===== src/rtl/ssp_pkg.sv =====
// ---------------------------------------------------------------------------
// ssp_pkg
// Shared types for the APB requester slice.
//   apb_state_e : requester bus phase (IDLE, SETUP, ACCESS)
//   apb_cmd_t   : queued command {write, addr, wdata}. Fields are sized to
//                 the widest supported bus; users zero-extend into it and
//                 take back only the bits their instance needs.
//   rsp_slot_free : decides whether a new transfer may start without
//                   overrunning the response buffer.
// ---------------------------------------------------------------------------
package ssp_pkg;

  localparam int CMD_ADDR_W_MAX = 32;
  localparam int CMD_DATA_W_MAX = 32;
  localparam int RSP_DEPTH      = 2;

  typedef enum logic [1:0] {
    IDLE   = 2'd0,
    SETUP  = 2'd1,
    ACCESS = 2'd2
  } apb_state_e;

  typedef struct packed {
    logic                      write;
    logic [CMD_ADDR_W_MAX-1:0] addr;
    logic [CMD_DATA_W_MAX-1:0] wdata;
  } apb_cmd_t;

  // Occupancy the response buffer will have after this edge, plus the one
  // transfer that would be started, must still fit. A pop only happens when
  // occupancy is non-zero, so the sum never goes negative.
  function automatic logic rsp_slot_free(input logic [1:0] occupancy,
                                         input logic       push,
                                         input logic       pop);
    int n;
    n = int'(occupancy) + int'(push) - int'(pop) + 1;
    return (n <= RSP_DEPTH);
  endfunction

endpackage


===== src/rtl/apb_cmd_fifo.sv =====
// ---------------------------------------------------------------------------
// apb_cmd_fifo
// Synchronous command FIFO, DEPTH entries of WIDTH bits (DEPTH a power of
// two, >= 2). Pointers wrap naturally modulo DEPTH. A push while full or a
// pop while empty is ignored, so a full FIFO never takes a push even when a
// pop happens on the same edge.
// Ports:
//   clk, rst      clock, asynchronous active-high reset (empties the FIFO)
//   push, wdata   write strobe and data
//   pop, rdata    read strobe and head-of-queue data (valid when !empty)
//   count         current occupancy, 0..DEPTH
//   empty         no entries held
// ---------------------------------------------------------------------------
module apb_cmd_fifo #(
  parameter int DEPTH = 4,
  parameter int WIDTH = 8
) (
  input  logic                     clk,
  input  logic                     rst,
  input  logic                     push,
  input  logic [WIDTH-1:0]         wdata,
  input  logic                     pop,
  output logic [WIDTH-1:0]         rdata,
  output logic [$clog2(DEPTH):0]   count,
  output logic                     empty
);

  localparam int PTR_W = $clog2(DEPTH);
  localparam int CNT_W = PTR_W + 1;

  logic [WIDTH-1:0] mem [DEPTH];
  logic [PTR_W-1:0] wr_ptr;
  logic [PTR_W-1:0] rd_ptr;
  logic             full;
  logic             do_push;
  logic             do_pop;

  assign full    = (count == CNT_W'(DEPTH));
  assign empty   = (count == '0);
  assign do_push = push && !full;
  assign do_pop  = pop && !empty;
  assign rdata   = mem[rd_ptr];

  always_ff @(posedge clk or posedge rst) begin
    if (rst) begin
      wr_ptr <= '0;
      rd_ptr <= '0;
      count  <= '0;
    end else begin
      if (do_push) wr_ptr <= wr_ptr + PTR_W'(1);
      if (do_pop)  rd_ptr <= rd_ptr + PTR_W'(1);
      count <= count + CNT_W'(do_push) - CNT_W'(do_pop);
    end
  end

  // Storage needs no reset: it is only read through rd_ptr when count > 0.
  always_ff @(posedge clk) begin
    if (do_push) mem[wr_ptr] <= wdata;
  end

endmodule


===== src/rtl/apb_requester.sv =====
// ---------------------------------------------------------------------------
// apb_requester
// Queues read/write commands and issues them as APB transfers without
// PREADY (every transfer is one SETUP plus one ACCESS cycle). Completed
// transfers land in a 2-entry response buffer; a transfer only starts when
// its response is guaranteed a slot, so nothing is ever dropped.
//
// State | meaning
// ------+-------------------------------------------------------------
// IDLE  | bus idle, PSEL=0; waits for a command and a free response slot
// SETUP | PSEL=1, PENABLE=0; head command was popped into PADDR/PWRITE/PWDATA
// ACCESS| PSEL=1, PENABLE=1; PRDATA sampled and response pushed at its end
//
// Parameters: FIFO_DEPTH (command entries, power of two >= 2),
//             ADDR_W (word address, <= 32), DATA_W (<= 32)
// Ports:
//   PCLK, PRESET                 clock, asynchronous active-high reset
//   cmd_valid/cmd_ready          command handshake
//   cmd_write, cmd_addr, cmd_wdata   command payload
//   rsp_valid/rsp_ready          response handshake
//   rsp_write, rsp_rdata         response payload (rdata is 0 for writes)
//   PSEL, PENABLE, PWRITE, PADDR, PWDATA   registered APB request
//   PRDATA                       completer read data
// ---------------------------------------------------------------------------
module apb_requester
  import ssp_pkg::*;
#(
  parameter int FIFO_DEPTH = 4,
  parameter int ADDR_W     = 10,
  parameter int DATA_W     = 16
) (
  input  logic              PCLK,
  input  logic              PRESET,
  input  logic              cmd_valid,
  output logic              cmd_ready,
  input  logic              cmd_write,
  input  logic [ADDR_W-1:0] cmd_addr,
  input  logic [DATA_W-1:0] cmd_wdata,
  output logic              rsp_valid,
  input  logic              rsp_ready,
  output logic              rsp_write,
  output logic [DATA_W-1:0] rsp_rdata,
  output logic              PSEL,
  output logic              PENABLE,
  output logic              PWRITE,
  output logic [ADDR_W-1:0] PADDR,
  output logic [DATA_W-1:0] PWDATA,
  input  logic [DATA_W-1:0] PRDATA
);

  localparam int CMD_W = 1 + ADDR_W + DATA_W;
  localparam int CNT_W = $clog2(FIFO_DEPTH) + 1;

  apb_state_e        state;
  apb_state_e        state_nxt;
  logic              start;
  logic              run;

  logic [CMD_W-1:0]  fifo_wdata;
  logic [CMD_W-1:0]  fifo_rdata;
  logic [CNT_W-1:0]  fifo_count;
  logic              fifo_empty;
  logic              cmd_push;
  apb_cmd_t          head;
  logic              unused_head;

  logic [DATA_W:0]   rsp_mem [RSP_DEPTH];
  logic              rsp_wr_ptr;
  logic              rsp_rd_ptr;
  logic [1:0]        rsp_count;
  logic              rsp_push;
  logic              rsp_pop;
  logic              issue_ok;

  // ---------------- command FIFO ----------------
  // run stays low through reset and rises on the first edge after it, which
  // keeps cmd_ready low while PRESET is asserted.
  assign cmd_ready  = run && (fifo_count < CNT_W'(FIFO_DEPTH));
  assign cmd_push   = cmd_valid && cmd_ready;
  assign fifo_wdata = {cmd_write, cmd_addr, cmd_wdata};

  apb_cmd_fifo #(
    .DEPTH (FIFO_DEPTH),
    .WIDTH (CMD_W)
  ) u_cmd_fifo (
    .clk   (PCLK),
    .rst   (PRESET),
    .push  (cmd_push),
    .wdata (fifo_wdata),
    .pop   (start),
    .rdata (fifo_rdata),
    .count (fifo_count),
    .empty (fifo_empty)
  );

  always_comb begin
    head.write = fifo_rdata[CMD_W-1];
    head.addr  = CMD_ADDR_W_MAX'(fifo_rdata[DATA_W +: ADDR_W]);
    head.wdata = CMD_DATA_W_MAX'(fifo_rdata[DATA_W-1:0]);
  end

  // Upper struct bits are zero-extension only.
  assign unused_head = ^{head.addr, head.wdata};

  // ---------------- transfer sequencing ----------------
  assign rsp_push = (state == ACCESS);
  assign rsp_pop  = rsp_valid && rsp_ready;
  assign issue_ok = rsp_slot_free(rsp_count, rsp_push, rsp_pop);

  always_comb begin
    state_nxt = state;
    start     = 1'b0;
    unique case (state)
      IDLE: begin
        if (!fifo_empty && issue_ok) begin
          state_nxt = SETUP;
          start     = 1'b1;
        end
      end
      SETUP: begin
        state_nxt = ACCESS;
      end
      ACCESS: begin
        if (!fifo_empty && issue_ok) begin
          state_nxt = SETUP;
          start     = 1'b1;
        end else begin
          state_nxt = IDLE;
        end
      end
      default: begin
        state_nxt = IDLE;
      end
    endcase
  end

  always_ff @(posedge PCLK or posedge PRESET) begin
    if (PRESET) begin
      state   <= IDLE;
      run     <= 1'b0;
      PSEL    <= 1'b0;
      PENABLE <= 1'b0;
      PWRITE  <= 1'b0;
      PADDR   <= '0;
      PWDATA  <= '0;
    end else begin
      state   <= state_nxt;
      run     <= 1'b1;
      PSEL    <= (state_nxt != IDLE);
      PENABLE <= (state_nxt == ACCESS);
      // Request fields change only when a new transfer begins, so they hold
      // through ACCESS and keep their last values while idle.
      if (start) begin
        PWRITE <= head.write;
        PADDR  <= head.addr[ADDR_W-1:0];
        PWDATA <= head.write ? head.wdata[DATA_W-1:0] : '0;
      end
    end
  end

  // ---------------- response buffer ----------------
  // Never pushed while full: issue_ok reserved the slot before SETUP.
  always_ff @(posedge PCLK or posedge PRESET) begin
    if (PRESET) begin
      rsp_wr_ptr <= 1'b0;
      rsp_rd_ptr <= 1'b0;
      rsp_count  <= '0;
    end else begin
      if (rsp_push) rsp_wr_ptr <= ~rsp_wr_ptr;
      if (rsp_pop)  rsp_rd_ptr <= ~rsp_rd_ptr;
      rsp_count <= rsp_count + 2'(rsp_push) - 2'(rsp_pop);
    end
  end

  always_ff @(posedge PCLK) begin
    if (rsp_push) rsp_mem[rsp_wr_ptr] <= {PWRITE, PWRITE ? {DATA_W{1'b0}} : PRDATA};
  end

  assign rsp_valid = (rsp_count != '0);
  assign rsp_write = rsp_valid && rsp_mem[rsp_rd_ptr][DATA_W];
  assign rsp_rdata = rsp_valid ? rsp_mem[rsp_rd_ptr][DATA_W-1:0] : '0;

endmodule


===== config.mk =====
export PLATFORM = sky130hd
export DESIGN_NAME = apb_requester
export DESIGN_NICKNAME = d
export VERILOG_FILES = /design/src/rtl/ssp_pkg.sv /design/src/rtl/apb_cmd_fifo.sv /design/src/rtl/apb_requester.sv
export SDC_FILE = /design/constraint.sdc
export NUM_CORES = 1
export LEC_CHECK = 0
export ABC_AREA = 1
export CORE_UTILIZATION = 25
export DETAILED_ROUTE_END_ITERATION = 10
export PLACE_DENSITY = 0.43
export SYNTH_ARGS = -nofsm -noshare
export SYNTH_HDL_FRONTEND = slang
export SYNTH_SLANG_ARGS = --single-unit
export TNS_END_PERCENT = 5

===== constraint.sdc =====
create_clock -name PCLK -period 5.5 [get_ports PCLK]
set_clock_uncertainty 0.2 [all_clocks]
set_input_delay 1.1 -clock PCLK [delete_from_list [all_inputs] [get_ports PCLK]]
set_output_delay 1.1 -clock PCLK [all_outputs]
set_load 0.02 [all_outputs]

**Yosys cells after proc, flatten, opt, wreduce, memory -nomap -nowiden**

Memory sizes are Yosys's and may differ from the RTL's.
Index checks and enable logic that the tools add are counted.

- Flip-flop bits (word level): 43
- Bits in latches: 0
- RAM bits: 142
- Bits in read-only memories: 0
- Input bits: 47
- Output and inout port bits: 48
- Memories: 2

Memory list:

| name | words | bits a word | read ports | clocked after memory_dff | wr ports | RTL line | text |
|---|---|---|---|---|---|---|---|
| u_cmd_fifo.mem | 4 | 27 | 1 | 0 | 1 | apb_cmd_fifo.sv:31 | `logic [WIDTH-1:0] mem [DEPTH];` |
| rsp_mem | 2 | 17 | 1 | 0 | 1 | apb_requester.sv:67 | `logic [DATA_W:0] rsp_mem [RSP_DEPTH];` |

- $add $sub $neg: 9
- $mul: 0
- Div/mod/pow operators: 0
- $lt $le $gt $ge: 2
- Equality and inequality tests: 4
- Shift-type cells: 0
- Mux-type cells: 12
- Bitwise logic cells: 2
- Reduce and logical (&&, ||, !) cells: 14

Operators with widths:

| kind | number |
|---|---|
| $mux 16 | 3 |
| $logic_and 1x1->1 | 7 |
| $mux 1 | 7 |
| $pmux 2 s3 | 1 |
| $add 4x2->5 const B | 1 |
| $le 5x3->1 const B | 1 |
| $add 2x1->2 const B | 2 |
| $eq 2x2->1 const B | 2 |
| $reduce_bool 2->1 | 2 |
| $sub 3x1->4 | 1 |
| $add 2x1->3 | 1 |
| $add 3x1->3 | 1 |
| $eq 3x3->1 const B | 1 |
| $logic_not 3->1 | 1 |
| $lt 3x3->1 const B | 1 |
| $sub 3x1->3 | 1 |
| $add 2x1->2 | 1 |
| $eq 2x1->1 const B | 1 |
| $logic_not 1->1 | 2 |
| $logic_not 2->1 | 1 |
| $mux 2 | 1 |
| $not 1->1 | 2 |
| $reduce_or 2->1 | 1 |
| $sub 2x1->2 | 1 |

**Longest topological paths before layout**

Gate-level depths: netlist of the first run.

- Word-level depth: 10
- Mapped depth: 24

**Cells and area by module**

Synthesis of the first run repeated with hierarchy kept, for this count alone.

- Cell total of the unflattened synthesis: 736
- Area, all modules: 7756.2 um^2

By module, submodules not included:

| module | times used | cells an instance | area each (um^2) |
|---|---|---|---|
| apb_cmd_fifo | 1 | 398 | 4664.5 |
| apb_requester | 1 | 338 | 3091.7 |

**Worst setup path before layout of the first run**

No wires, ideal clock.

- Path type: input to register
- Start point: input port rsp_ready
- End point: register u_cmd_fifo.count[2]
- Arrival time: 4.152 ns
- Required time: 5.171 ns
- Slack: 1.020 ns
- Cell stages on the path: 22
- Path buffers: 1
- Cell sequence: nand2_1 > xor2_1 > ha_1 > inv_1 > fa_1 > inv_1 > ha_1 > inv_1 > nand3_1 > nand2_1 > nor2_1 > nand2_1 > nand3_2 > nand2_2 > buf_2 > inv_1 > ha_1 > inv_1 > ha_1 > fa_1 > xnor2_1 > xor2_1

- Word-level cells in the longest chain between the ends: 9

Ends and longest elaborated chain:

| item | RTL line | text |
|---|---|---|
| from (decl) | apb_requester.sv:40 | `input logic rsp_ready,` |
| $logic_and 1x1->1 | apb_requester.sv:107 | `assign rsp_pop = rsp_valid && rsp_ready;` |
| $sub 3x1->4 | ssp_pkg.sv:36 | `n = int'(occupancy) + int'(push) - int'(pop) + 1;` |
| $add 4x2->5 | ssp_pkg.sv:36 |  |
| $le 5x3->1 | ssp_pkg.sv:37 | `return (n <= RSP_DEPTH);` |
| $logic_and 1x1->1 | apb_requester.sv:115, apb_requester.sv:124 |  |
| $mux 1 | apb_requester.sv:115, apb_requester.sv:124 |  |
| $mux 1 | n/a |  |
| $logic_and 1x1->1 | apb_cmd_fifo.sv:41 | `assign do_pop = pop && !empty;` |
| via u_cmd_fifo.do_pop | apb_cmd_fifo.sv:36 | `logic do_pop;` |
| $sub 3x1->3 | apb_cmd_fifo.sv:52 | `count <= count + CNT_W'(do_push) - CNT_W'(do_pop);` |
| to (signal assigned) | apb_cmd_fifo.sv:52 |  |
| to (decl) | apb_cmd_fifo.sv:24 | `output logic [$clog2(DEPTH):0] count,` |

The timed path passes the listed nets, and every way through them passes these cells.
A chain may end at the register's enable or synchronous reset.

**Final worst setup path of the first run**

Same ends and word-level chain as after synthesis.

==> summary.md, run 1 <==
| Metric | Value |
|---|---|
| Core Box Area | roughly 30000 um2 |
| Final wirelength | between 15000 and 20000 um |
| Area of the mapped netlist | 7525 um2 |
| CP max FO | 3 |
| Overflow after GRT | 0 |
| RSZ-0062 raised after global routing | false |
| Post-synthesis register bit count | 184 |
| Setup Viol. Count Final | 0 |
| Die X | roughly 180 um |
| Post-DP Area | 8922 um2 |
| TNS Setup | 0 ns |
| Worst R2R End | u_cmd_fifo.count[2]$_DFF_PP0_ |
| VDD IR-drop max | 0.0002984 V |
| Worst-path cell chain | clkdlybuf4s50_1 > nand2_1 > xor2_1 > ha_1 > inv_1 > fa_1 > inv_1 > ha_1 > inv_1 > nand3_1 > nand2_1 > nor2_1 > nand2_1 > nand3_2 > nand2_2 > inv_1 > ha_1 > inv_1 > ha_1 > fa_1 > xnor2_1 > xor2_1 |
| Vias in the first global route | 4788 |
| Worst hold-check path type | reg2reg |
| Post-synthesis net count | 705 |
| Final min period | between 4 and 5 ns |
| Slowest CP cell | fa_1 |
| # diodes | 0 |
| First drt pass iteration count | 4 |
| R2r startpoint | rsp_count[1]$_DFF_PP0_ |
| CTS tree | built |
| CP required | 5.61 ns |
| Cell family with most CP delay | adder cells |
| Reg2reg setup slack | 1.24 ns |
| Commonest non-fill, non-tap cell in the layout | edfxtp_1 |
| Max Slew Vio Count | 0 |
| Syn Inst Count | 645 |
| Critical path launch point type | primary input |
| Clock Sinks | between 150 and 200 |
| Area grow syn2layout | 26.80% |
| Port bufs | 94 |
| Routability Congestion | 0.6777 |
| Max-Cap Viols | 0 |
| Number of fill cells | just over 3000 |
| DR vias/cell | 4.168 |
| Largest net degree at the start of global routing | between 50 and 60 |
| DP HPWL | 10630 um |
| First-pass GRT wire length | 27830 um |
| # IOs | 95 |
| Static Leak | 0.003735 uW |
| Die footprint | 30800 um2 |
| Hold Path Sink | u_cmd_fifo.count[2]$_DFF_PP0_ |
| Least-Margin Pin Slew | roughly 0.94 ns |
| Vias | 4772 |
| Reg clk slew, reported paths | 0.07 ns |
| Final hold vios | 0 |
| Syn Area/Cell | 11.67 um2 |
| Vert. Die Dim | 175.5 um |
| Synth warnings | 0 |
| Final worst path period share | 80.79% |
| Starting Density | 25.39% |
| Root Buffer | clkbuf_16 |
| Cts-stage hold buffer count | 0 |
| Post-DRT Antenna Nets | 0 |
| Nets | 802 |
| Status | finished, final reports clean |
| Initial antenna violation count | 0 |
| Worst path bufs/invs | 6 |
| Worst-case reg-to-reg path depth | 24 |
| Most frequent cells in the layout | edfxtp_1 (142), nand2_1 (124), clkdlybuf4s50_1 (94) |
| Fraction of layout cells with a size suffix above 1 | 9.272% |
| WL per Instance | approximately 15 um |
| CP most frequent cell | inv_1 |
| Row Count | 63 |
| Skew-Pair Late Insertion Delay | approximately 0.43 ns |
| Critical path class | in2reg |
| Sequential fraction of the synthesis area | 70.64% |
| Max-slew headroom | 37.50% |
| Min-Delay Startpoint | u_cmd_fifo.count[1]$_DFF_PP0_ |
| Max Fclk | 225.0 MHz |
| Pwr dens | 607.4 nW/um2 |
| Hold_ws | 0.2683 ns |
| Post-synthesis cell type count | 25 |
| Post-CTS Setup Bufs | 0 |
| Cts bufs inserted | 17 |
| Cell area after layout | about 9500 um2 |
| GRT Total Usage | 11.92% |
| Critical Path End Type | flip-flop |
| CTS resizes | 0 |
| Critical Path Max Stage Delay | between 0.5 and 0.6 ns |
| Critical Path AT | 4.55 ns |
| DRC violations left | 0 |
| Drt first-iter violations | 249 |
| Hold path depth | 1 |
| H-tree Lvls | 4 |
| Clk buf depth | 2 |
| Total Power | 5795 uW |
[synthesized netlist by cell type]
| cell type | n | area, um2 |
|---|---|---|
| nand3_1 | 22 | 110.1 |
| xnor2_1 | 1 | 8.760 |
| conb_1 | 1 | 3.750 |
| nor2_1 | 83 | 311.6 |
| edfxtp_1 | 142 | 4264 |
| xor2_1 | 6 | 52.55 |
| fa_1 | 2 | 40.04 |
| nand2_2 | 2 | 12.51 |
| o21ai_1 | 2 | 10.01 |
| nand3_2 | 11 | 110.1 |
| buf_6 | 2 | 22.52 |
| buf_2 | 6 | 30.03 |
| inv_2 | 2 | 7.510 |
| clkbuf_1 | 20 | 75.07 |
| dfrtp_1 | 42 | 1051 |
| o22ai_2 | 1 | 12.51 |
| buf_4 | 3 | 22.52 |
| ha_1 | 11 | 137.6 |
| a21oi_1 | 20 | 100.1 |
| nand2_1 | 124 | 465.5 |
| clkinv_1 | 1 | 3.750 |
| buf_8 | 1 | 15.01 |
| inv_1 | 60 | 225.2 |
| o21ai_0 | 54 | 270.3 |
| o22ai_1 | 26 | 162.7 |
[cell families (layout without fill, tap and decap cells)]
group / Yosys count / count (layout) / synth area share [%]
AOI/OAI and AO/OA: 103 / 103 / 7.383
xor gates and xnor gates: 7 / 7 / 0.8148
adders and majority gates: 13 / 13 / 2.361
buffers and inverters: 95 / 205 / 5.337
DFF: 184 / 184 / 70.64
other: 1 / 1 / 0.04984
and+or+nand+nor: 242 / 242 / 13.42
[metrics by stage]
step           util, %  instances  worst slack (ns)
3_5_place_dp     30.10       1113            0.5634
5_1_grt          32.19       1145            0.7801
4_1_cts          32.19       1145             1.020
2_1_floorplan        -        645             1.020
3_3_place_gp     30.10       1113            0.6171
6_report         32.19       1145             1.056
[layout make-up]
cell class	instances	area, um2	area share, %
sequential	184	5315	55.70
multi-input combinational	366	1822	19.09
timing repair buffer	110	1061	11.12
tap	390	488.0	5.114
clock buffer	18	439.2	4.603
inverter	63	236.5	2.478
clock inverter	14	180.2	1.888
[report_power, final]
part / switching (uW) / internal (uW) / leakage (uW)
clock network: 570 / 704 / 0.000302
logic: 1710 / 898 / 0.00162
registers: 118 / 1790 / 0.00181
total: 2400 / 3400 / 0.00373
[state kept, by name, indices dropped and copies added (netlist names)]
signal and cells:
PADDR 10, PENABLE 1, PSEL 1, PWDATA 16, PWRITE 1, rsp_count 2
rsp_mem 34, rsp_rd_ptr 1, rsp_wr_ptr 1, run 1, state 1, u_cmd_fifo.count 3
u_cmd_fifo.mem 108, u_cmd_fifo.rd_ptr 2, u_cmd_fifo.wr_ptr 2
[worst max path at each step]
stage                    from                             to  slack [ns]  cells past startpoint
floorplan           rsp_ready  u_cmd_fifo.count[2]$_DFF_PP0_        1.02                     22
global placement    rsp_ready  u_cmd_fifo.count[2]$_DFF_PP0_        0.62                     22
detailed placement  rsp_ready  u_cmd_fifo.count[2]$_DFF_PP0_        0.56                     22
CTS                 rsp_ready  u_cmd_fifo.count[2]$_DFF_PP0_        1.02                     22
global route        rsp_ready  u_cmd_fifo.count[2]$_DFF_PP0_        0.78                     22
finish              rsp_ready  u_cmd_fifo.count[2]$_DFF_PP0_        1.06                     22
[per-layer routing]
metal | vias up | routed length, um | part of all wire, % | GRT usage, %
li1 | 2377 | - | - | -
met1 | 2307 | 8525 | 49 | 16.01
met2 | 75 | 8299 | 47 | 19.13
met3 | 13 | 545 | 3.1 | 2.576
met4 | 0 | 195 | 1.1 | 3.804
met5 | - | 0 | 0 | 0
[worst reg2reg max path, cell delays in order, from the launching register on]
cell and delay [ns]:
dfrtp_1 0.45, nor2_1 0.13, buf_4 0.25, inv_1 0.08
nand2_1 0.16, xor2_1 0.16, ha_1 0.18, inv_1 0.05
fa_1 0.55, inv_1 0.07, ha_1 0.22, inv_1 0.06
nand3_1 0.07, nand2_1 0.09, nor2_1 0.04, nand2_1 0.06
nand3_2 0.09, nand2_2 0.07, inv_1 0.04, ha_1 0.26
inv_1 0.04, ha_1 0.18, fa_1 0.38, xnor2_1 0.14
xor2_1 0.14
Note: power is estimated with default switching activity, not from simulation.
==> run 2, diff against run 1 <==
==> constraint.sdc (replaced) <==
create_clock -name PCLK -period 4.1 [get_ports PCLK]
set_clock_uncertainty 0.2 [all_clocks]
set_input_delay 0.82 -clock PCLK [delete_from_list [all_inputs] [get_ports PCLK]]
set_output_delay 0.82 -clock PCLK [all_outputs]
set_load 0.02 [all_outputs]
==> run 2 against run 1 <==
Effect of this change: sequential power rose by 37%; non-clock buffer count is 9 higher; worst setup slack worse by 0.81 ns; final area increased by 0.97%; largest power group unchanged; largest cell class unchanged; combinational power grew 38%; cell count is 0.79% higher; critical path type unchanged; hold slack better by 0.0047 ns; critical path depth stayed put; wire length up 0.98%; highest routed layer unchanged; clock power up 33%; register-to-register slack worse by 0.93 ns; via count rose by 0.42%.
==> summary.md, run 2 (synthesis results as in run 1) <==
| Metric | Value |
|---|---|
| Status | finished, final reports clean (unchanged) |
| Final wirelength | 17740 um (was 17570 um) |
| Total stage count of the critical path | 22 (unchanged) |
| Clock Sinks | 184 (unchanged) |
| First drt pass iteration count | 4 (unchanged) |
| Clk buf depth | 2 (unchanged) |
| Final worst path period share | 94.05% |
| Largest register by flop count | u_cmd_fifo.mem (unchanged) |
| Core Box Area | 29640 um2 (unchanged) |
| Reg clk slew, reported paths | 0.07 ns (about the same) |
| Switching Share | 41.53% (was 41.39%) |
| NetSw | 3287 uW (was 2399 uW) |
| Seq pwr share | 33.2% (was 33.0%) |
| Internal power | 4627 uW (was 3397 uW) |
| Routability Congestion | 0.6908 (was 0.6777) |
| Critical Path End Type | flip-flop (unchanged) |
| Area grow syn2layout | 28.03% (was 26.80%) |
| DR vias/cell | 4.153 (was 4.168) |
| Cts bufs inserted | 17 (unchanged) |
| CP max FO | 3 (unchanged) |
| Die footprint | 30800 um2 (unchanged) |
| GRT Total Usage | 11.94% (was 11.92%) |
| Max Fclk | 259.3 MHz |
| Logic pwr share | 45.5% (was 45.0%) |
| RSZ-0062 raised after global routing | false (unchanged) |
| Static Leak | 0.003776 uW (was 0.003735 uW) |
| Top flop regs | u_cmd_fifo.mem (108), rsp_mem (34), PWDATA (16) (unchanged) |
| Root Buffer | clkbuf_16 (unchanged) |
| Pwr dens | 821.4 nW/um2 (was 607.4 nW/um2) |
| Critical Path Max Stage Delay | 0.50 ns (was 0.55 ns) |
| Overflow after GRT | 0 (unchanged) |
| Vert. Die Dim | 175.5 um (unchanged) |
| Final core utilization | 32.51% (was 32.19%) |
| H-tree Lvls | 4 (unchanged) |
| Initial antenna violation count | 0 (unchanged) |
| Max reg flops | 108 (unchanged) |
| WL per Instance | 15.37 um (was 15.34 um) |
| Nets | 811 (was 802) |
| CTS tree | built (unchanged) |
| Max-Cap Viols | 0 (unchanged) |
| TNS Setup | 0 ns (unchanged) |
| Final worst slack | 0.2439 ns (was 1.056 ns) |
| Pre-CTS WS | -0.4613 ns (was 0.5634 ns) |
| Die X | 175.5 um (unchanged) |
| Drt first-iter violations | 234 (was 249) |
| Worst-case reg-to-reg path depth | 23 (was 24) |
| Starting Density | 25.39% (unchanged) |
| Total Power | 7914 uW (was 5795 uW) |
| Largest net degree at the start of global routing | 36 (was 58) |
| Setup Viol. Count Final | 0 (unchanged) |
| Vias | 4792 (was 4772) |
| CP required | 4.21 ns (was 5.61 ns) |
| # IOs | 95 (unchanged) |
| Final min period | 3.856 ns |
| Hold_ws | 0.2730 ns (was 0.2683 ns) |
| Cell family with most CP delay | adder cells (unchanged) |
| Final hold vios | 0 (unchanged) |
| Cts-stage hold buffer count | 0 (unchanged) |
| Critical path class | in2reg (unchanged) |
| Post-DRT Antenna Nets | 0 (unchanged) |
| Worst-path cell chain | dlygate4sd2_1 > nand2_4 > xor2_1 > ha_2 > inv_2 > fa_1 > inv_1 > ha_2 > inv_1 > nand3_1 > nand2_1 > nor2_1 > nand2_1 > nand3_2 > nand2_2 > inv_2 > ha_1 > inv_1 > ha_2 > fa_2 > xnor2_2 > xor2_1 (was clkdlybuf4s50_1 > nand2_1 > xor2_1 > ha_1 > inv_1 > fa_1 > inv_1 > ha_1 > inv_1 > nand3_1 > nand2_1 > nor2_1 > nand2_1 > nand3_2 > nand2_2 > inv_1 > ha_1 > inv_1 > ha_1 > fa_1 > xnor2_1 > xor2_1) |
| Worst path bufs/invs | 6 (unchanged) |
| Row Count | 63 (unchanged) |
| Most frequent cells in the layout | edfxtp_1 (142), nand2_1 (122), clkdlybuf4s50_1 (93) (was edfxtp_1 (142), nand2_1 (124), clkdlybuf4s50_1 (94)) |
| Least-Margin Pin Slew | 0.8116 ns (was 0.9362 ns) |
| Fraction of layout cells with a size suffix above 1 | 11.78% (was 9.272%) |
| DP HPWL | 11070 um (was 10630 um) |
| Port bufs | 94 (unchanged) |
| Critical Path AT | 3.96 ns (was 4.55 ns) |
| First-pass GRT wire length | 27990 um (was 27830 um) |
| Max Slew Vio Count | 0 (unchanged) |
| Worst hold-check path type | reg2reg (unchanged) |
| VDD IR-drop max | 0.0005888 V (was 0.0002984 V) |
| Hold path depth | 2 (was 1) |
| DRC violations left | 0 (unchanged) |
| Vias in the first global route | 4874 (was 4788) |
| Critical path launch point type | primary input (unchanged) |
| Commonest non-fill, non-tap cell in the layout | edfxtp_1 (unchanged) |
| # diodes | 0 (unchanged) |
| Clock power share | 21.3% (was 22.0%) |
| Skew-Pair Late Insertion Delay | 0.42 ns (was 0.43 ns) |
| Max-slew headroom | 45.89% (was 37.50%) |
| Slowest CP cell | fa_1 (unchanged) |
## run 2: cell count changes in the layout (fill, tap and decap cells not counted), sizes merged
cell	before	now
buf	16	25
clkdlybuf4s50	94	93
clkinv	5	6
clkbuf	18	17
dlygate4sd2	0	1
## run 2: area by class of cell
cell class | count | area, um2
clock buffer | 17 | 425.4
clock inverter | 15 | 183.9
fill | 3046 | 20000
inverter | 63 | 236.5
multi-input combinational | 366 | 1857
sequential | 184 | 5316
tap | 390 | 488.0
timing repair buffer | 119 | 1127
## run 2: layer usage
layer | track usage (%) | share of wire (%) | vias to the layer above
li1 | - | - | 2387
met1 | 16.05 | 49 | 2309
met2 | 19.54 | 47 | 82
met3 | 2.359 | 3.0 | 14
met4 | 3.261 | 1.1 | 0
met5 | 0 | 0 | -
## run 2: stage by stage
| stage | cell area [um2] | instances |
|---|---|---|
| floorplan | 7564 | 645 |
| global placement | 9007 | 1120 |
| detailed placement | 9007 | 1120 |
| CTS | 9615 | 1152 |
| global route | 9634 | 1154 |
| finish | 9634 | 1154 |
## run 2: power by group through the flow
stage	Combinational [uW]	Sequential (uW)	Clock, uW
after global routing	4070	2670	1800
after CTS	3680	2640	1730
after floorplan	2420	2710	0
after detailed placement	3680	2680	0
after global placement	3660	2680	0
final	3600	2620	1690
## run 2: final timing paths
path	from	end	slack, ns
setup / recovery	rsp_ready	u_cmd_fifo.count[2]$_DFF_PP0_	0.24
hold / removal	PWDATA[9]$_DFFE_PP0N_	PWDATA[9]$_DFFE_PP0N_	0.27
setup reg to reg	rsp_count[0]$_DFF_PP0_	u_cmd_fifo.count[2]$_DFF_PP0_	0.31
hold reg to reg	PWDATA[9]$_DFFE_PP0N_	PWDATA[9]$_DFFE_PP0N_	0.27
max in group asynchronous	PRESET	PWDATA[7]$_DFFE_PP0N_	2.43
min in group asynchronous	PRESET	rsp_wr_ptr$_DFFE_PP0P_	0.64
## run 2: repair_timing
| action | 4_1_cts | 5_1_grt |
|---|---|---|
| setup endpoints to repair | 1 | 1 |
| resized for setup | 1 | 2 |
| buffers inserted | 0 | 2 |
| pin swaps | 1 | 2 |
| endpoints found under the hold margin | 0 | 0 |
## run 2: worst min-delay path: stages, from the launching register on
cell	delay (ns)
dfrtp_1	0.34
nand2_1	0.05
nand2_1	0.05
